### config.mk
export PLATFORM = sky130hd
export DESIGN_NAME = flash_read_arbiter
export DESIGN_NICKNAME = d
export VERILOG_FILES = /design/src/rtl/flash_read_arbiter.sv
export SDC_FILE = /design/constraint.sdc
export NUM_CORES = 1
export LEC_CHECK = 0
export CAP_MARGIN = 5
export CORE_MARGIN = 2
export CORE_UTILIZATION = 50
export CTS_BUF_LIST = sky130_fd_sc_hd__clkbuf_2
export DETAILED_ROUTE_END_ITERATION = 16
export DONT_BUFFER_PORTS = 1
export PLACE_DENSITY = 0.73
export SLEW_MARGIN = 20
export SYNTH_ARGS = -nofsm -noshare
export SYNTH_HDL_FRONTEND = slang
export SYNTH_SLANG_ARGS = --single-unit
export TNS_END_PERCENT = 10
### constraint.sdc
create_clock -name clk -period 2.7 [get_ports clk]
set_clock_uncertainty 0.05 [all_clocks]
set_input_delay 0.27 -clock clk [delete_from_list [all_inputs] [get_ports clk]]
set_output_delay 0.27 -clock clk [all_outputs]
set_load 0.005 [all_outputs]
### src/rtl/flash_read_arbiter.sv
// flash_read_arbiter: round-robin share of one Avalon-MM flash read master between two requesters,
// one outstanding read at a time, with a response timeout against a hung flash.
module flash_read_arbiter #(
  parameter int ADDR_W  = 23,
  parameter int DATA_W  = 32,
  parameter int TIMEOUT = 1023
) (
  input  logic              clk,
  input  logic              rst_n,
  input  logic              rq0_read,
  input  logic [ADDR_W-1:0] rq0_address,
  input  logic [3:0]        rq0_byteenable,
  output logic              rq0_waitrequest,
  output logic [DATA_W-1:0] rq0_readdata,
  output logic              rq0_readdatavalid,
  input  logic              rq1_read,
  input  logic [ADDR_W-1:0] rq1_address,
  input  logic [3:0]        rq1_byteenable,
  output logic              rq1_waitrequest,
  output logic [DATA_W-1:0] rq1_readdata,
  output logic              rq1_readdatavalid,
  output logic              flsh_read,
  output logic [ADDR_W-1:0] flsh_address,
  output logic [3:0]        flsh_byteenable,
  input  logic              flsh_waitrequest,
  input  logic [DATA_W-1:0] flsh_readdata,
  input  logic              flsh_readdatavalid,
  output logic              timeout_err,
  output logic              busy
);
  localparam int CNT_W = $clog2(TIMEOUT + 1);
  typedef enum logic [1:0] {IDLE, ISSUE, WAIT_DATA} state_t;
  state_t            r_state;
  logic              r_grant, r_last_grant, r_flsh_read;
  logic [CNT_W-1:0]  r_cnt;
  logic [ADDR_W-1:0] r_addr;
  logic [3:0]        r_be;
  logic [DATA_W-1:0] r_rd0, r_rd1;
  logic              r_rv0, r_rv1, r_terr;
  logic              w_accept, w_win, w_done;
  logic [CNT_W-1:0]  w_cnt_inc;
  logic [DATA_W-1:0] w_rsp;
  assign w_accept  = r_state == ISSUE && !flsh_waitrequest;
  // On a tie the requester that was not served last wins.
  assign w_win     = (rq0_read && rq1_read) ? !r_last_grant : rq1_read;
  assign w_cnt_inc = (r_cnt == CNT_W'(TIMEOUT)) ? r_cnt : r_cnt + 1'b1;
  assign w_done    = flsh_readdatavalid || w_cnt_inc == CNT_W'(TIMEOUT);
  assign w_rsp     = flsh_readdatavalid ? flsh_readdata : '0;
  always_ff @(posedge clk or negedge rst_n)
    if (!rst_n) begin
      r_state      <= IDLE;
      r_grant      <= 1'b0;
      r_last_grant <= 1'b1;
      r_flsh_read  <= 1'b0;
      r_cnt        <= '0;
      r_addr       <= '0;
      r_be         <= '0;
      r_rd0        <= '0;
      r_rd1        <= '0;
      r_rv0        <= 1'b0;
      r_rv1        <= 1'b0;
      r_terr       <= 1'b0;
    end else begin
      r_rv0  <= 1'b0;
      r_rv1  <= 1'b0;
      r_terr <= 1'b0;
      case (r_state)
        IDLE: if (rq0_read || rq1_read) begin
          r_grant     <= w_win;
          r_addr      <= w_win ? rq1_address : rq0_address;
          r_be        <= w_win ? rq1_byteenable : rq0_byteenable;
          r_flsh_read <= 1'b1;
          r_state     <= ISSUE;
        end
        ISSUE: if (!flsh_waitrequest) begin
          r_last_grant <= r_grant;
          r_cnt        <= '0;
          r_flsh_read  <= 1'b0;
          r_state      <= WAIT_DATA;
        end
        WAIT_DATA: begin
          r_cnt <= w_cnt_inc;
          // Data arriving on the timeout cycle takes precedence over the error.
          if (w_done) begin
            if (r_grant) begin
              r_rd1 <= w_rsp;
              r_rv1 <= 1'b1;
            end else begin
              r_rd0 <= w_rsp;
              r_rv0 <= 1'b1;
            end
            r_terr  <= !flsh_readdatavalid;
            r_state <= IDLE;
          end
        end
        default: r_state <= IDLE;
      endcase
    end
  assign rq0_waitrequest   = !(w_accept && !r_grant);
  assign rq1_waitrequest   = !(w_accept && r_grant);
  assign rq0_readdata      = r_rd0;
  assign rq1_readdata      = r_rd1;
  assign rq0_readdatavalid = r_rv0;
  assign rq1_readdatavalid = r_rv1;
  assign flsh_read         = r_flsh_read;
  assign flsh_address      = r_addr;
  assign flsh_byteenable   = r_be;
  assign timeout_err       = r_terr;
  assign busy              = r_state != IDLE;
endmodule

# --- Word level (Yosys, flattened, before mapping) ---
# Index checks and enable logic that the tools add are counted.
classes:
  muxes: 22
  eq_ne: 7
  n_bitwise: 2
  reduce_logical: 23
  addsub: 1
ops:
  columns: ["op", "n"]
  rows:
  - ["$mux W32", 1]
  - ["$mux W23", 1]
  - ["$eq A10 B10 Y1 const B", 2]
  - ["$mux W10", 2]
  - ["$pmux W10 S2", 1]
  - ["$reduce_and A3 Y1", 4]
  - ["$mux W1", 11]
  - ["$add A10 B1 Y10 const B", 1]
  - ["$logic_not A1 Y1", 6]
  - ["$mux W2", 3]
  - ["$ne A2 B2 Y1 const B", 3]
  - ["$pmux W2 S3", 1]
  - ["$reduce_and A2 Y1", 3]
  - ["$reduce_bool A2 Y1", 3]
  - ["$logic_and A1 B1 Y1", 4]
  - ["$mux W4", 1]
  - ["$eq A2 B1 Y1 const B", 1]
  - ["$eq A2 B2 Y1 const B", 1]
  - ["$logic_not A2 Y1", 1]
  - ["$logic_or A1 B1 Y1", 2]
  - ["$not A1 Y1", 2]
  - ["$pmux W1 S2", 1]
word_totals:
  wordCells: 67
  register_bits: 109

# --- Logic depth before layout (Yosys ltp) ---
logic_depth:
  depth_word: 6
  ltp_mapped: 8
  ltp_nobuf: 5

# --- Worst setup path before layout ---
# OpenSTA, ideal clock, no wires.
synth_path:
  kind: "reg-to-reg"
  start: "register r_cnt[1]"
  end: "register r_rd0[0] (netlist: rq0_readdata[0])"
  setup_slack_ps: 408
  stages_incl_launch_ff: 9
  n_path_buf: 3
  required_ps: 2509
  arrival_ps: 2101
  synth_period_minus_slack_ps: 2292
  path_cell_list: "dfrtp_1 ha_1 buf_2 nand3_1 or4_4 a221oi_2 buf_6 buf_8 o221ai_2"
synth_via:
  elab_chain_len: 5
  word_cells_on_any_way: 6
  classes_between: "1 x add/sub; 2 x eq/ne; 1 x mux; 2 x reduce/logical"
synth_rtl:
  columns: ["item", "line_no", "text"]
  rows:
  - ["start: declaration", "35", "logic [CNT_W-1:0] r_cnt;"]
  - ["start signal: assignment", "82", "r_cnt <= w_cnt_inc;"]
  - ["$add A10 B1 Y10 / $eq A10 B10 Y1 (equally long branches)", "46", "assign w_cnt_inc = (r_cnt == CNT_W'(TIMEOUT)) ? r_cnt : r_cnt + 1'b1;"]
  - ["$mux W10 (*)", "46", null]
  - ["$eq A10 B10 Y1 (*)", "47", "assign w_done = flsh_readdatavalid || w_cnt_inc == CNT_W'(TIMEOUT);"]
  - ["$logic_or A1 B1 Y1 (*)", "47", null]
  - ["$reduce_and A3 Y1 (no line) (*)", null, null]
  - ["end signal: assignment", "89", "r_rd0 <= w_rsp;"]
  - ["end: declaration", "38", "logic [DATA_W-1:0] r_rd0, r_rd1;"]
# Mark *: on every way between the ends. The rest lies on a longest branch, timed or not.
# A chain may end at the register's enable or synchronous reset.

# --- Worst setup path after layout ---
layout_path:
  start: "register r_cnt[0]"
  end: "register r_rd0[15] (netlist: rq0_readdata[15])"
# Same word-level chain as after synthesis.

==> flow_summary.ini <==
[global_routing]
grt_pass1_wl_um = 26880
antenna_found_initial = 0
overflow = 0
grt_pass1_vias = 5351
grt_usage_pct = 25.94
grt_max_degree = 110

[worst_setup_path]
path_class = reg -> reg
required_ps = 3120
critical_path.cell_chain = ha_1 -> nand3_1 -> or4_4 -> a221oi_4 -> buf_12 -> o221ai_1
cp-end-kind = flop
path_max_fanout = 66
cpPeakStageDelay_ps = 560
crit_arrival_ps = 3020
crit_path_start_kind = flop
slowest_stage = or4_4

[timing]
hold_violations = 0
finalCritPeriodShare_pct = 96.05
finalMaxSlewViolations = 0
hold_ws_ps = 135.5
fmax_ghz = 0.3856
slew_headroom_pct = 55.01
worstMarginPinSlew_ps = 674.9
setup_viol = 0
setup-tns-final_ps = 0
rsz0062_at_grt = no
finalCriticalPeriod_ps = 2593

[pwr]
peakVddDrop_mv = 0.6112
p_leak_nw = 3.294
p_clk_share_pct = 16.1
switchingPower_w = 0.001968
powerDensity_nw_per_um2 = 681.6
swShare_pct = 40.13
pwr-share-seq_pct = 49.4
pwr-share-comb_pct = 34.5
power_w = 0.004904
internal_power_w = 0.002936

[finish]
nets = 843
regArea_um2 = 2729
final_cell_mix = nand2_1 (110), dfrtp_1 (108), a21oi_1 (96), nor2_1 (96), dlygate4sd3_1 (92)
final_common_cell = nand2_1
syn_to_final_growth_pct = 19.05
num-fill-cells = 992
diodes = 0
layout-drive-gt1-share_pct = 9.934
multi_input_area_um2 = 2826

[yosys]
synth_cells = 686
yosysWarnings = 0
yosysSeqAreaShare_pct = 45.16
synth_edf_count = 0
synthArstFlopShare_pct = 100.0
synth_cell_type_count = 45
ys.flop_type = dfrtp_1
syn-cell-area_um2 = 6043
ys_seq_elements = 109
syn-num-nets = 779
synth_area_leaders = dfrtp_1 (45%), o221ai_2 (9.9%), a21oi_1 (8.0%)
post_synth.cell_area_avg_um2 = 8.809
synth_top_area_cell = dfrtp_1
synth_top_cell_area_share_pct = 44.72

[floorplan]
die_height_um = 113.9
coreArea_um2 = 11910
pin_count = 190
initial_core_util_pct = 50.74
die_w_um = 113.9
die_area_um2 = 12980
rows = 40

[cts]
path_clk_slew_ps = 330
clock-root-buffer = clkbuf_2
clk_path_buf_depth = 2
cts_sinks = 109
cts_tree = done
cts_made_buffers = 9
worstSkewPairLatency_ps = 610
h-tree-depth = 3

[route]
post_drt_wl_per_cell_um = 18.68
detail-route-antenna-nets = 0
top_layer = met4
dr.pass1.iters = 9
m1WireLength_um = 6721
num_vias = 5368
wl_met2_um = 8219
wl_met3_um = 1554
viasPerCell = 5.951
drc = 0
wl_um = 16850
drt_iter0_drc = 637

[min_path]
worstHoldPathType = in -> async

[placed_design]
routabilityCongestion = 0.9138
io_buffers = 0
post-dp-hpwl_um = 9994

[outcome]
status = complete, no violations

[run]
cap_violations = 0
per-stage QoR:
stage	instances	util (%)	setup slack, ps	area (um2)
finish	902	60.40	106.7	7194
global route	902	60.40	24.19	7194
CTS	902	60.40	130.2	7194
detailed placement	792	51.26	122.8	6106
global placement	792	51.26	216.1	6106
floorplan	686	-	408.4	6043
layer usage:
layer  global-route usage [%]  vias up
li1                         -     2504
met4                    8.699        0
met3                    8.023       35
met1                    32.61     2567
met5                        0        -
met2                    42.70      262
timing repair:
action | 4_1_cts | 5_1_grt
resized for setup | 0 | 0
buffers inserted | 0 | 0
hold endpoints to repair | 210 | 0
hold buffers | 94 | 0
Yosys cell counts, types with 2 or more instances:
library cell  number
a31oi_1            3
and4_1             3
buf_1              4
nand2_1          110
clkbuf_1          38
nand2b_1           2
o21ai_0            6
buf_2              6
mux2i_1           29
inv_1             67
nand3_1            5
o211a_1            2
o221ai_2          40
dfrtp_1          108
nand4_1            5
nor2_1            96
o221ai_1          24
nor3_1             3
a211oi_1           4
and3_1             3
a311oi_1           2
buf_8              4
nand3b_1           4
or3b_2             2
a21oi_1           96
cell type report:
class | count | area share (%)
Timing Repair Buffer | 106 | 15.06
Inverter | 67 | 3.496
Clock buffer | 9 | 0.6261
Multi-Input combinational cell | 457 | 39.29
Sequential cell | 109 | 37.93
Clock inverter | 7 | 1.043
Tap cell | 147 | 2.557
state kept, by name (all words and copies together), names as in the netlist:
register and count:
r_state 2, r_cnt 10, rq1_readdata 32, rq0_readdatavalid 1
flsh_address 23, r_grant 1, rq1_readdatavalid 1, rq0_readdata 32
r_last_grant 1, timeout_err 1, flsh_byteenable 4, flsh_read 1
power by group through the flow:
stage	Combinational (W)	Clock [W]	Sequential, W
floorplan	0.00123	0	0.00228
global placement	0.00135	0	0.00242
CTS	0.00164	0.000805	0.00240
detailed placement	0.00143	0	0.00242
global route	0.00189	0.000888	0.00247
finish	0.00169	0.000791	0.00242
worst max-delay path: cells and delay by family (launching register included):
kind	cells	cell delay (ps)
adder cells (fa/ha/maj)	1	350
AO/OA/AOI/OAI	2	500
buffers and inverters	1	380
AND/OR/NAND/NOR	2	740
flip-flops	1	420
cells by family (layout without fill, tap and decap cells):
group,count (synthesis),count (layout),share of synthesized area (%)
and+or+nand+nor,239,239,16.46
xor gates and xnor gates,1,1,0.1450
DFF,109,109,45.16
muxes,29,29,4.803
AOI/OAI and AO/OA,187,187,24.78
buffers and inverters,120,189,8.447
adders and majority gates,1,1,0.2070
path summary, 6_finish.rpt:
kind,slack (ps),endpoint,from,cells past startpoint
hold reg to reg,460,r_last_grant,r_last_grant,2
hold / removal,140,rq0_readdata[1],rst_n,2
max in group asynchronous,1940,r_last_grant,rst_n,2
setup reg to reg,110,rq0_readdata[15],r_cnt[0],6
setup / recovery,110,rq0_readdata[15],r_cnt[0],6
min in group clk,180,r_grant,rq0_read,3
No activity file was read; power rests on OpenSTA's default activity.
